File: src/rtl/gf_pkg.sv
// Shared definitions for the sequential GF(2^m) inverse/multiply unit:
// FSM states, operation codes and the default AES reduction polynomial.
package gf_pkg;

  typedef enum logic [1:0] {
    IDLE = 2'd0,
    SQ   = 2'd1,
    MUL  = 2'd2,
    DONE = 2'd3
  } state_t;

  localparam logic OP_INV = 1'b0;
  localparam logic OP_MUL = 1'b1;

  localparam logic [7:0] GF8_AES_POLY = 8'h1B;

  // Holds WIDTH-2 for the largest legal field (m = 16).
  localparam int CNT_W = 5;

endpackage

File: src/rtl/gf_inv_seq_if.sv
// Operand/result handshake bundle for gf_inv_seq; out_err exists only when
// GF_INV_ZERO_ERR_EN is defined.
interface gf_inv_seq_if #(
  parameter int WIDTH = 8
);
  // Valid/ready: a transfer happens on a rising edge where valid && ready.
  // The sender holds valid and data stable until that edge; ready may be
  // driven independently of valid, and ready without valid has no effect.
  logic             in_valid;
  logic             in_ready;
  logic             in_op;
  logic [WIDTH-1:0] in_a;
  logic [WIDTH-1:0] in_b;
  logic             out_valid;
  logic             out_ready;
  logic [WIDTH-1:0] out_data;
`ifdef GF_INV_ZERO_ERR_EN
  logic             out_err;
`endif

  modport master (
    output in_valid, in_op, in_a, in_b, out_ready,
    input  in_ready, out_valid, out_data
`ifdef GF_INV_ZERO_ERR_EN
    , input out_err
`endif
  );

  modport slave (
    input  in_valid, in_op, in_a, in_b, out_ready,
    output in_ready, out_valid, out_data
`ifdef GF_INV_ZERO_ERR_EN
    , output out_err
`endif
  );

endinterface

File: src/rtl/gf_inv_seq_mul.sv
// Combinational GF(2^WIDTH) multiplier, reduction modulo x^WIDTH + POLY,
// evaluated as interleaved shift-reduce-accumulate over the bits of b.
module gf_mul #(
  parameter int               WIDTH = 8,
  parameter logic [WIDTH-1:0] POLY  = WIDTH'(8'h1B)
) (
  input  logic [WIDTH-1:0] a,
  input  logic [WIDTH-1:0] b,
  output logic [WIDTH-1:0] p
);

  logic [WIDTH-1:0] acc;
  logic [WIDTH-1:0] sh;

  always_comb begin
    acc = '0;
    sh  = a;
    for (int i = 0; i < WIDTH; i++) begin
      if (b[i]) acc = acc ^ sh;
      // sh becomes a * x^(i+1), folded back below degree WIDTH.
      sh = {sh[WIDTH-2:0], 1'b0} ^ (sh[WIDTH-1] ? POLY : '0);
    end
    p = acc;
  end

endmodule

File: src/rtl/gf_inv_seq.sv
// Sequential GF(2^WIDTH) inverse (square-and-multiply, a^(2^m-2)) and
// single-cycle multiply on one shared multiplier. Optional GF_INV_ZERO_ERR_EN.
module gf_inv_seq
  import gf_pkg::*;
#(
  parameter int               WIDTH = 8,
  parameter logic [WIDTH-1:0] POLY  = WIDTH'(GF8_AES_POLY)
) (
  input  logic         clk,
  input  logic         rst_n,
  gf_inv_seq_if.slave  bus,
  output state_t       dbg_state
);

  state_t           state, state_n;
  logic [WIDTH-1:0] r, r_n;
  logic [WIDTH-1:0] a_reg, a_n;
  logic [CNT_W-1:0] cnt, cnt_n;
  logic [WIDTH-1:0] mul_x, mul_y, prod;
`ifdef GF_INV_ZERO_ERR_EN
  logic             err, err_n;
`endif

  gf_mul #(.WIDTH(WIDTH), .POLY(POLY)) u_mul (
    .a (mul_x),
    .b (mul_y),
    .p (prod)
  );

  always_ff @(posedge clk or negedge rst_n) begin
    if (!rst_n) state <= IDLE;
    else        state <= state_n;
  end

  always_ff @(posedge clk or negedge rst_n) begin
    if (!rst_n) begin
      r     <= '0;
      a_reg <= '0;
      cnt   <= '0;
    end else begin
      r     <= r_n;
      a_reg <= a_n;
      cnt   <= cnt_n;
    end
  end

`ifdef GF_INV_ZERO_ERR_EN
  always_ff @(posedge clk or negedge rst_n) begin
    if (!rst_n) err <= 1'b0;
    else        err <= err_n;
  end
  assign bus.out_err = err;
`endif

  // Exponent 2^m-2 is (m-1 ones, one zero): r = a covers the leading one,
  // then (SQ, MUL) for each remaining one and a final SQ for the zero.
  always_comb begin
    state_n       = state;
    r_n           = r;
    a_n           = a_reg;
    cnt_n         = cnt;
    mul_x         = r;
    mul_y         = r;
    bus.in_ready  = 1'b0;
    bus.out_valid = 1'b0;
`ifdef GF_INV_ZERO_ERR_EN
    err_n         = err;
`endif
    case (state)
      IDLE: begin
        bus.in_ready = 1'b1;
        if (bus.in_op == OP_MUL) begin
          mul_x = bus.in_a;
          mul_y = bus.in_b;
        end
        if (bus.in_valid) begin
          a_n   = bus.in_a;
          cnt_n = CNT_W'(WIDTH - 2);
`ifdef GF_INV_ZERO_ERR_EN
          err_n = 1'b0;
`endif
          if (bus.in_op == OP_MUL) begin
            r_n     = prod;
            state_n = DONE;
          end
`ifdef GF_INV_ZERO_ERR_EN
          else if (bus.in_a == '0) begin
            r_n     = '0;
            err_n   = 1'b1;
            state_n = DONE;
          end
`endif
          else begin
            r_n     = bus.in_a;
            state_n = SQ;
          end
        end
      end
      SQ: begin
        r_n     = prod;
        state_n = (cnt == '0) ? DONE : MUL;
      end
      MUL: begin
        mul_y   = a_reg;
        r_n     = prod;
        cnt_n   = cnt - 1'b1;
        state_n = SQ;
      end
      DONE: begin
        bus.out_valid = 1'b1;
        if (bus.out_ready) begin
          state_n = IDLE;
`ifdef GF_INV_ZERO_ERR_EN
          err_n   = 1'b0;
`endif
        end
      end
      default: state_n = IDLE;
    endcase
  end

  assign bus.out_data = r;
  assign dbg_state    = state;

endmodule
File: src/flat_wrapper.sv
// flat-port wrapper written by rule: the top's interface ports become plain ports
module gf_inv_seq_flat import gf_pkg::*;
#(
  parameter int               WIDTH = 8,
  parameter logic [WIDTH-1:0] POLY  = WIDTH'(GF8_AES_POLY)
)
  (clk, rst_n, dbg_state, bus_in_valid, bus_in_op, bus_in_a, bus_in_b, bus_out_ready, bus_in_ready, bus_out_valid, bus_out_data);
  gf_inv_seq_if #(.WIDTH(WIDTH)) bus_i ();
  input  logic clk;
  input  logic rst_n;
  output state_t dbg_state;
  input wire logic [$bits(bus_i.in_valid)-1:0] bus_in_valid;
  input wire logic [$bits(bus_i.in_op)-1:0] bus_in_op;
  input wire logic [$bits(bus_i.in_a)-1:0] bus_in_a;
  input wire logic [$bits(bus_i.in_b)-1:0] bus_in_b;
  input wire logic [$bits(bus_i.out_ready)-1:0] bus_out_ready;
  output wire logic [$bits(bus_i.in_ready)-1:0] bus_in_ready;
  output wire logic [$bits(bus_i.out_valid)-1:0] bus_out_valid;
  output wire logic [$bits(bus_i.out_data)-1:0] bus_out_data;
  assign bus_i.in_valid = bus_in_valid;
  assign bus_i.in_op = bus_in_op;
  assign bus_i.in_a = bus_in_a;
  assign bus_i.in_b = bus_in_b;
  assign bus_i.out_ready = bus_out_ready;
  assign bus_in_ready = bus_i.in_ready;
  assign bus_out_valid = bus_i.out_valid;
  assign bus_out_data = bus_i.out_data;
  gf_inv_seq #(.WIDTH(WIDTH), .POLY(POLY)) u_core (.clk(clk), .rst_n(rst_n), .bus(bus_i), .dbg_state(dbg_state));
endmodule
File: config.mk
export PLATFORM = sky130hd
export DESIGN_NAME = gf_inv_seq_flat
export DESIGN_NICKNAME = d
export VERILOG_FILES = /design/src/rtl/gf_pkg.sv /design/src/rtl/gf_inv_seq_if.sv /design/src/rtl/gf_inv_seq_mul.sv /design/src/rtl/gf_inv_seq.sv /design/src/flat_wrapper.sv
export SDC_FILE = /design/constraint.sdc
export NUM_CORES = 1
export LEC_CHECK = 0
export BUFFER_PORTS_ARGS = -buffer_cell sky130_fd_sc_hd__buf_2
export CAP_MARGIN = 25
export CORE_MARGIN = 3
export CORE_UTILIZATION = 45
export DETAILED_ROUTE_END_ITERATION = 7
export PLACE_DENSITY = 0.64
export SETUP_SLACK_MARGIN = 0.1
export SYNTH_ARGS = -nofsm -noshare
export SYNTH_HDL_FRONTEND = slang
export SYNTH_SLANG_ARGS = --single-unit
File: constraint.sdc
create_clock -name clk -period 7.7 [get_ports clk]
set_input_delay 1.54 -clock clk [delete_from_list [all_inputs] [get_ports clk]]
set_output_delay 1.54 -clock clk [all_outputs]
set_load 0.01 [all_outputs]
==> After elaboration in Yosys (flattened, before gate mapping) <==
Cells that the tools add are included.
{ "classes": {"eq_ne": 5, "mux": 31, "add_sub_neg": 1, "bitwise_logic": 14, "n_reduce_logical": 9} }
{ "op_table": {"columns": ["operator", "count"], "rows": [
  ["$mux W8", 13],
  ["$xor A8 B5 Y8", 7],
  ["$xor A8 B8 Y8", 7],
  ["$mux W5", 8],
  ["$pmux W8 S2", 2],
  ["$pmux W5 S2", 1],
  ["$pmux W2 S4", 1],
  ["$reduce_and A2 Y1", 4],
  ["$mux W2", 3],
  ["$logic_not A5 Y1", 1],
  ["$sub A5 B1 Y5 const B", 1],
  ["$eq A2 B2 Y1 const B", 2],
  ["$ne A2 B2 Y1 const B", 2],
  ["$reduce_bool A2 Y1", 2],
  ["$mux W1", 3],
  ["$eq A2 B1 Y1 const B", 1],
  ["$logic_not A2 Y1", 1],
  ["$reduce_or A2 Y1", 1]
]} }
{ "totals": {"inputBits": 21, "reg_bits": 23, "out_inout_bits": 12, "elab_cells": 64} }

==> Depth between registers and ports, before layout <==
{ "depth": {"depth_word": 21, "ltp_mapped": 12, "ltp_nobuf": 10} }

==> Modules after synthesis <==
Synthesis repeated with hierarchy kept, for this count alone.
{ "hier_totals": {"hier_cells": 320, "area_unflattened_um2": 2827.7} }
{ "modules_own_cells": {"columns": ["mod", "seq_area_each_um2", "cells_per_inst", "area_per_inst_um2", "instances"], "rows": [
  ["gf_inv_seq", 575.6, 151, 1496.4, 1],
  ["gf_mul", 0.0, 169, 1331.3, 1]
]} }

==> Worst setup path after synthesis <==
No wires, ideal clock.
{ "synth_path": {"kind": "input-to-reg", "from": "in bus_in_a[3]", "to": "reg u_core.r[3], in the netlist u_core.bus.out_data[3]", "setup_ns": 0.126, "stages": 8, "n_path_buf": 1, "required_ns": 7.574, "arrival_time_ns": 3.352, "slack_ns": 4.222, "path_cell_list": "clkbuf_2 -> xnor3_2 -> mux2_2 -> xnor2_1 -> nor2_1 -> xnor2_1 -> xnor3_1 -> a221o_1"} }
{ "synth_via": {"elab_chain_cells": 20, "elab_cells_between_ends": 28, "cone_classes": "mux: 14; bitwise: 14"} }
{ "synth_lines": {"columns": ["element", "line", "source"], "rows": [
  ["from (decl)", "flat_wrapper.sv:14", "input wire logic [$bits(bus_i.in_a)-1:0] bus_in_a;"],
  ["$mux W8", "gf_inv_seq.sv:72", "if (bus.in_op == OP_MUL) begin"],
  ["$mux W8", "gf_inv_seq.sv:69", "case (state)"],
  ["$mux W8", "gf_inv_seq_mul.sv:19", "if (b[i]) acc = acc ^ sh;"],
  ["$xor A8 B8 Y8", "gf_inv_seq_mul.sv:19", null],
  ["$mux W8", "gf_inv_seq_mul.sv:19", null],
  ["$xor A8 B8 Y8", "gf_inv_seq_mul.sv:19", null],
  ["$mux W8", "gf_inv_seq_mul.sv:19", null],
  ["$xor A8 B8 Y8", "gf_inv_seq_mul.sv:19", null],
  ["[... 4 more ...]", null, null],
  ["$mux W8", "gf_inv_seq_mul.sv:19", null],
  ["$xor A8 B8 Y8", "gf_inv_seq_mul.sv:19", null],
  ["$mux W8", "gf_inv_seq_mul.sv:19", null],
  ["$xor A8 B8 Y8", "gf_inv_seq_mul.sv:19", null],
  ["$mux W8", "gf_inv_seq_mul.sv:19", null],
  ["$mux W8", "gf_inv_seq.sv:82", "if (bus.in_op == OP_MUL) begin"],
  ["$mux W8", "gf_inv_seq.sv:76", "if (bus.in_valid) begin"],
  ["$pmux W8 S2 (*)", "gf_inv_seq.sv:69", null],
  ["to (signal assigned)", "gf_inv_seq.sv:41", "r <= r_n;"],
  ["to (decl)", "gf_inv_seq.sv:16", "logic [WIDTH-1:0] r, r_n;"]
]} }
Every way passes the cells marked *; elsewhere a longest branch is shown, timed or not. The select of a mux whose other input is x is not followed.
A chain may end at the register's enable or synchronous reset.

==> Worst setup path after layout <==
{ "layout_path": {"from": "in bus_in_op", "to": "reg u_core.r[4], in the netlist u_core.bus.out_data[4]"} }
{ "layout_via": {"elab_chain_cells": 21, "elab_cells_between_ends": 36, "cone_classes": "mux: 22; bitwise: 14"} }
{ "layout_lines": {"columns": ["element", "line", "source"], "rows": [
  ["from (decl)", "flat_wrapper.sv:13", "input wire logic [$bits(bus_i.in_op)-1:0] bus_in_op;"],
  ["$mux W8", "gf_inv_seq.sv:72", null],
  ["$mux W8", "gf_inv_seq.sv:69", null],
  ["$mux W5", "gf_inv_seq_mul.sv:21", "sh = {sh[WIDTH-2:0], 1'b0} ^ (sh[WIDTH-1] ? POLY : '0);"],
  ["$xor A8 B5 Y8", "gf_inv_seq_mul.sv:21", null],
  ["$xor A8 B8 Y8", "gf_inv_seq_mul.sv:19", null],
  ["$mux W8", "gf_inv_seq_mul.sv:19", null],
  ["$xor A8 B8 Y8", "gf_inv_seq_mul.sv:19", null],
  ["$mux W8", "gf_inv_seq_mul.sv:19", null],
  ["[... 5 more ...]", null, null],
  ["$mux W8", "gf_inv_seq_mul.sv:19", null],
  ["$xor A8 B8 Y8", "gf_inv_seq_mul.sv:19", null],
  ["$mux W8", "gf_inv_seq_mul.sv:19", null],
  ["$xor A8 B8 Y8", "gf_inv_seq_mul.sv:19", null],
  ["$mux W8", "gf_inv_seq_mul.sv:19", null],
  ["$mux W8", "gf_inv_seq.sv:82", null],
  ["$mux W8", "gf_inv_seq.sv:76", null],
  ["$pmux W8 S2 (*)", "gf_inv_seq.sv:69", null]
]} }
Marked as above.

==> summary by stage <==
Min path
The path category of the worst min-delay check is flop to flop. The endpoint with the worst hold slack is u_core.a_reg[1]$_DFFE_PN0P_. The number of stages on the worst hold path is 2. The hold path startpoint is u_core.a_reg[1]$_DFFE_PN0P_.

Yosys
The share of flip-flops with an asynchronous set or reset is 1.000. The share of the synthesized area in compound gates (AO/OA/AOI/OAI) came to 0.1560. Of the total synthesized cell area, the portion taken by full adders, half adders and majority gates is 0.02490. The summed instance area of the synthesized netlist is 0.003015 sq mm.

By area, the combinational part of the netlist is dominated by XOR/XNOR gates. Synthesis produced 346 cells. Each instance of the synthesized netlist takes up on average 8.715 sq um. Counting every net in the synthesized netlist gives 373. Measured against the total synthesized area, the mux share comes to 0.1249. The largest total area in the synthesized netlist belongs to dfrtp_1. The count of cell types in the netlist is 59. Counting flops with a built-in enable in the synthesized netlist gives 0. The number of synthesized register bits is 23. The post-synthesis simple-gate area fraction is 0.1651. The most numerous cell in the Yosys netlist is xnor2_1.

The predominant post-synthesis flop cell is dfrtp_1. The commonest cells after synthesis are 45 x xnor2_1, 41 x nand2_1, 30 x nor2_1. The Yosys step of the flow raised 0 warnings. Of the total synthesized cell area, the portion taken by XOR and XNOR cells is 0.2888. The share of synthesized area in the top cell type comes to 0.1909. The fraction of the yosys area taken by sequential cells is 0.1909.

After synthesis, the cell types taking the most area are dfrtp_1 19%, xnor2_1 13%, xnor3_1 6.7%.

STA
Setup repair after global routing left no endpoint under its margin. The max-slew violation total from the final report is 0. In the finished design, the share of the clock period the worst path needs comes to 0.5263. Across the routed clock network, the largest skew measured is 3.426 ps. The number of hold violations in the final report is 0.

In this run the tightest slew margin relative to its limit is 0.1344. The fmax is 246.8 MHz. The actual slew at the worst max-slew pin is 1298 ps. The final worst hold slack is 503.6 ps. The count of endpoints failing setup in the final report is 0. Adding up every negative setup slack in the final design gives 0 ps. The minimum clock period after layout is 4052 ps.

Clocking
CTS built an H-tree with a depth of 1. After clock tree synthesis, the repair step resized 0 gates. The CTS tree is done. The number of CTS-inserted buffers is 3. The later pin in the worst-skew pair is clocked with a latency of 270 ps. The cell chosen for the clock root is clkbuf_8. The clock transition at the registers of the reported paths is 90 ps.

The total number of clock tree sinks is 23. The buffer depth of the longest clock path is 2. The number of hold buffers added after CTS was 0.

In this run the post-CTS setup repair buffer count came out at 0.

Setup path
The worst endpoint required time is 7850 ps. The maximum fanout along the worst path is 22. STA puts the critical path data arrival time at 4200 ps. The cell family with the largest share of critical-path delay is compound AO/OA/AOI/OAI gates. The kind of end point of the critical path is a flop.

The critical register-to-register path endpoint is u_core.bus.out_data[4]$_DFFE_PN0P_. The number of buffers and inverters on the critical path is 1. The slowest cell on the critical path is a222oi_1. For this run, the slowest stage of the critical path takes 1000 ps. The type of the worst setup path is input pin to flop. STA classifies the critical path startpoint as an input pin. The critical path goes through buf_2 -> o22ai_1 -> a222oi_1 -> nor2_1 -> xor2_1 -> xnor2_1 -> mux2i_1 -> o41ai_1.

In this run the register-to-register setup slack is 3990 ps. The launch point of the worst reg-to-reg path is u_core.dbg_state[0]$_DFFE_PN0P_. Measured in cells, the most critical reg-to-reg path has a length of 10.

Route
Summing over every cut layer, the via total after detailed routing is 2581. For this run, the detailed router's first-pass iteration total came to 4. For this run, design rule violations remaining after detail routing come to 0. The post-detailed-route wirelength per cell is 18.68 microns.

The overall routed net length is 8257 microns. The first routing iteration left 152 violations. The average vias per placed instance is 5.839. The residual antenna-violating net count after detailed routing is 0.

Cells and area
In the final layout, the share of cells above drive strength 1 is 0.1808. 0 antenna diodes ended up in the layout. The number of non-filler instances in the completed layout is 442. The layout overhead on the synthesized area is 6.846%. The finished cells cover 0.003222 sq mm. The net count of the finished layout is 393.

Global route
The first-pass GRT wire length is 13630 microns. Entering global routing, the biggest net connects 24 pins. The all-layer global routing usage is 0.2281.

After global routing the overflow that remains totals 0. The initial antenna violation count is 0. The via count of the first global-routing pass was 2616.

Placement
The final weighted congestion in routability-driven placement is 0.9505. Summing all placed instances gives a cell area of 0.003176 sq mm. The wire-length estimate of the detail-placed layout is 6252 microns. The count of port buffers added during placement is 32. The count of placed standard cells including taps is 438.

Floorplan
For this configuration, the core starts out at a cell density of 0.4695. The overall die height is 87.86 microns. The die covers 0.007719 sq mm. The horizontal die dimension is 87.86 microns. The boundary pin count is 33. The core region is 0.006422 sq mm.

The total number of placement rows is 29.

Run status
The flow ran to the end, and the final reports show no timing, DRC or antenna violations.

Job
The number of max-cap violations is 0.
through the flow:
stage | setup WS (ps) | utilization
after detailed placement | 3396 | 0.4944
final | 3648 | 0.5017
after global placement | 3486 | 0.4944
after global routing | 3359 | 0.5017
after floorplan | 4222 | -
after CTS | 3638 | 0.5017
layout make-up:
type / count / area (sq um)
multi-input cells: 294 / 2291
repair buffers: 34 / 175.2
well taps: 77 / 96.34
fillers: 603 / 3201
inverters: 10 / 37.54
clock buffers: 3 / 41.29
clock inverters: 1 / 5.005
flip-flops and latches: 23 / 575.6
layer usage:
metal,part of all wire,track usage,up-vias
met4,0.021,0.07392,0
li1,-,-,1232
met1,0.45,0.3055,1246
met2,0.48,0.3801,89
met3,0.054,0.03010,14
met5,0,0,-
worst min-delay path, delay by kind of cell (launching register included):
family          cells  cell delay (ps)
flops               1              360
compound gates      1               60
simple gates        1               50
kinds of logic (layout without fill, tap and decap cells):
| family | Yosys count | after routing |
|---|---|---|
| AOI/OAI and AO/OA | 69 | 69 |
| xor gates and xnor gates | 81 | 81 |
| adders and majority gates | 6 | 6 |
| buffers and inverters | 29 | 48 |
| DFF | 23 | 23 |
| muxes | 30 | 30 |
| and+or+nand+nor | 108 | 108 |
worst max path at each step:
stage | startpoint | endpoint | cells past startpoint
floorplan | bus_in_a[3] | u_core.bus.out_data[3]$_DFFE_PN0P_ | 8
global placement | bus_in_op | u_core.bus.out_data[4]$_DFFE_PN0P_ | 8
detailed placement | bus_in_op | u_core.bus.out_data[4]$_DFFE_PN0P_ | 8
CTS | bus_in_op | u_core.bus.out_data[4]$_DFFE_PN0P_ | 8
global route | bus_in_op | u_core.bus.out_data[4]$_DFFE_PN0P_ | 8
finish | bus_in_op | u_core.bus.out_data[4]$_DFFE_PN0P_ | 8
cells in the final DEF (no fill, tap or decap), types with 4 or more instances in the layout:
cell type  Yosys  final
a21oi_1       21     21
a32o_1         4      4
and3_1         4      4
buf_2         11     32
dfrtp_1       23     23
ha_1           6      6
inv_1         10     10
mux2_2        11     11
mux2i_1       12     12
mux2i_4        4      4
nand2_1       41     41
nand3_1        5      5
nor2_1        30     30
nor2b_1        7      7
nor3_1         5      5
o21ai_0       11     11
o21ai_1        5      5
or3_1          4      4
xnor2_1       45     45
xnor3_1        9      9
xor2_1        23     23
Power is left out: the tool's default activity adds up to more than one toggle a clock period on the data nets, which glitch-free logic cannot reach.
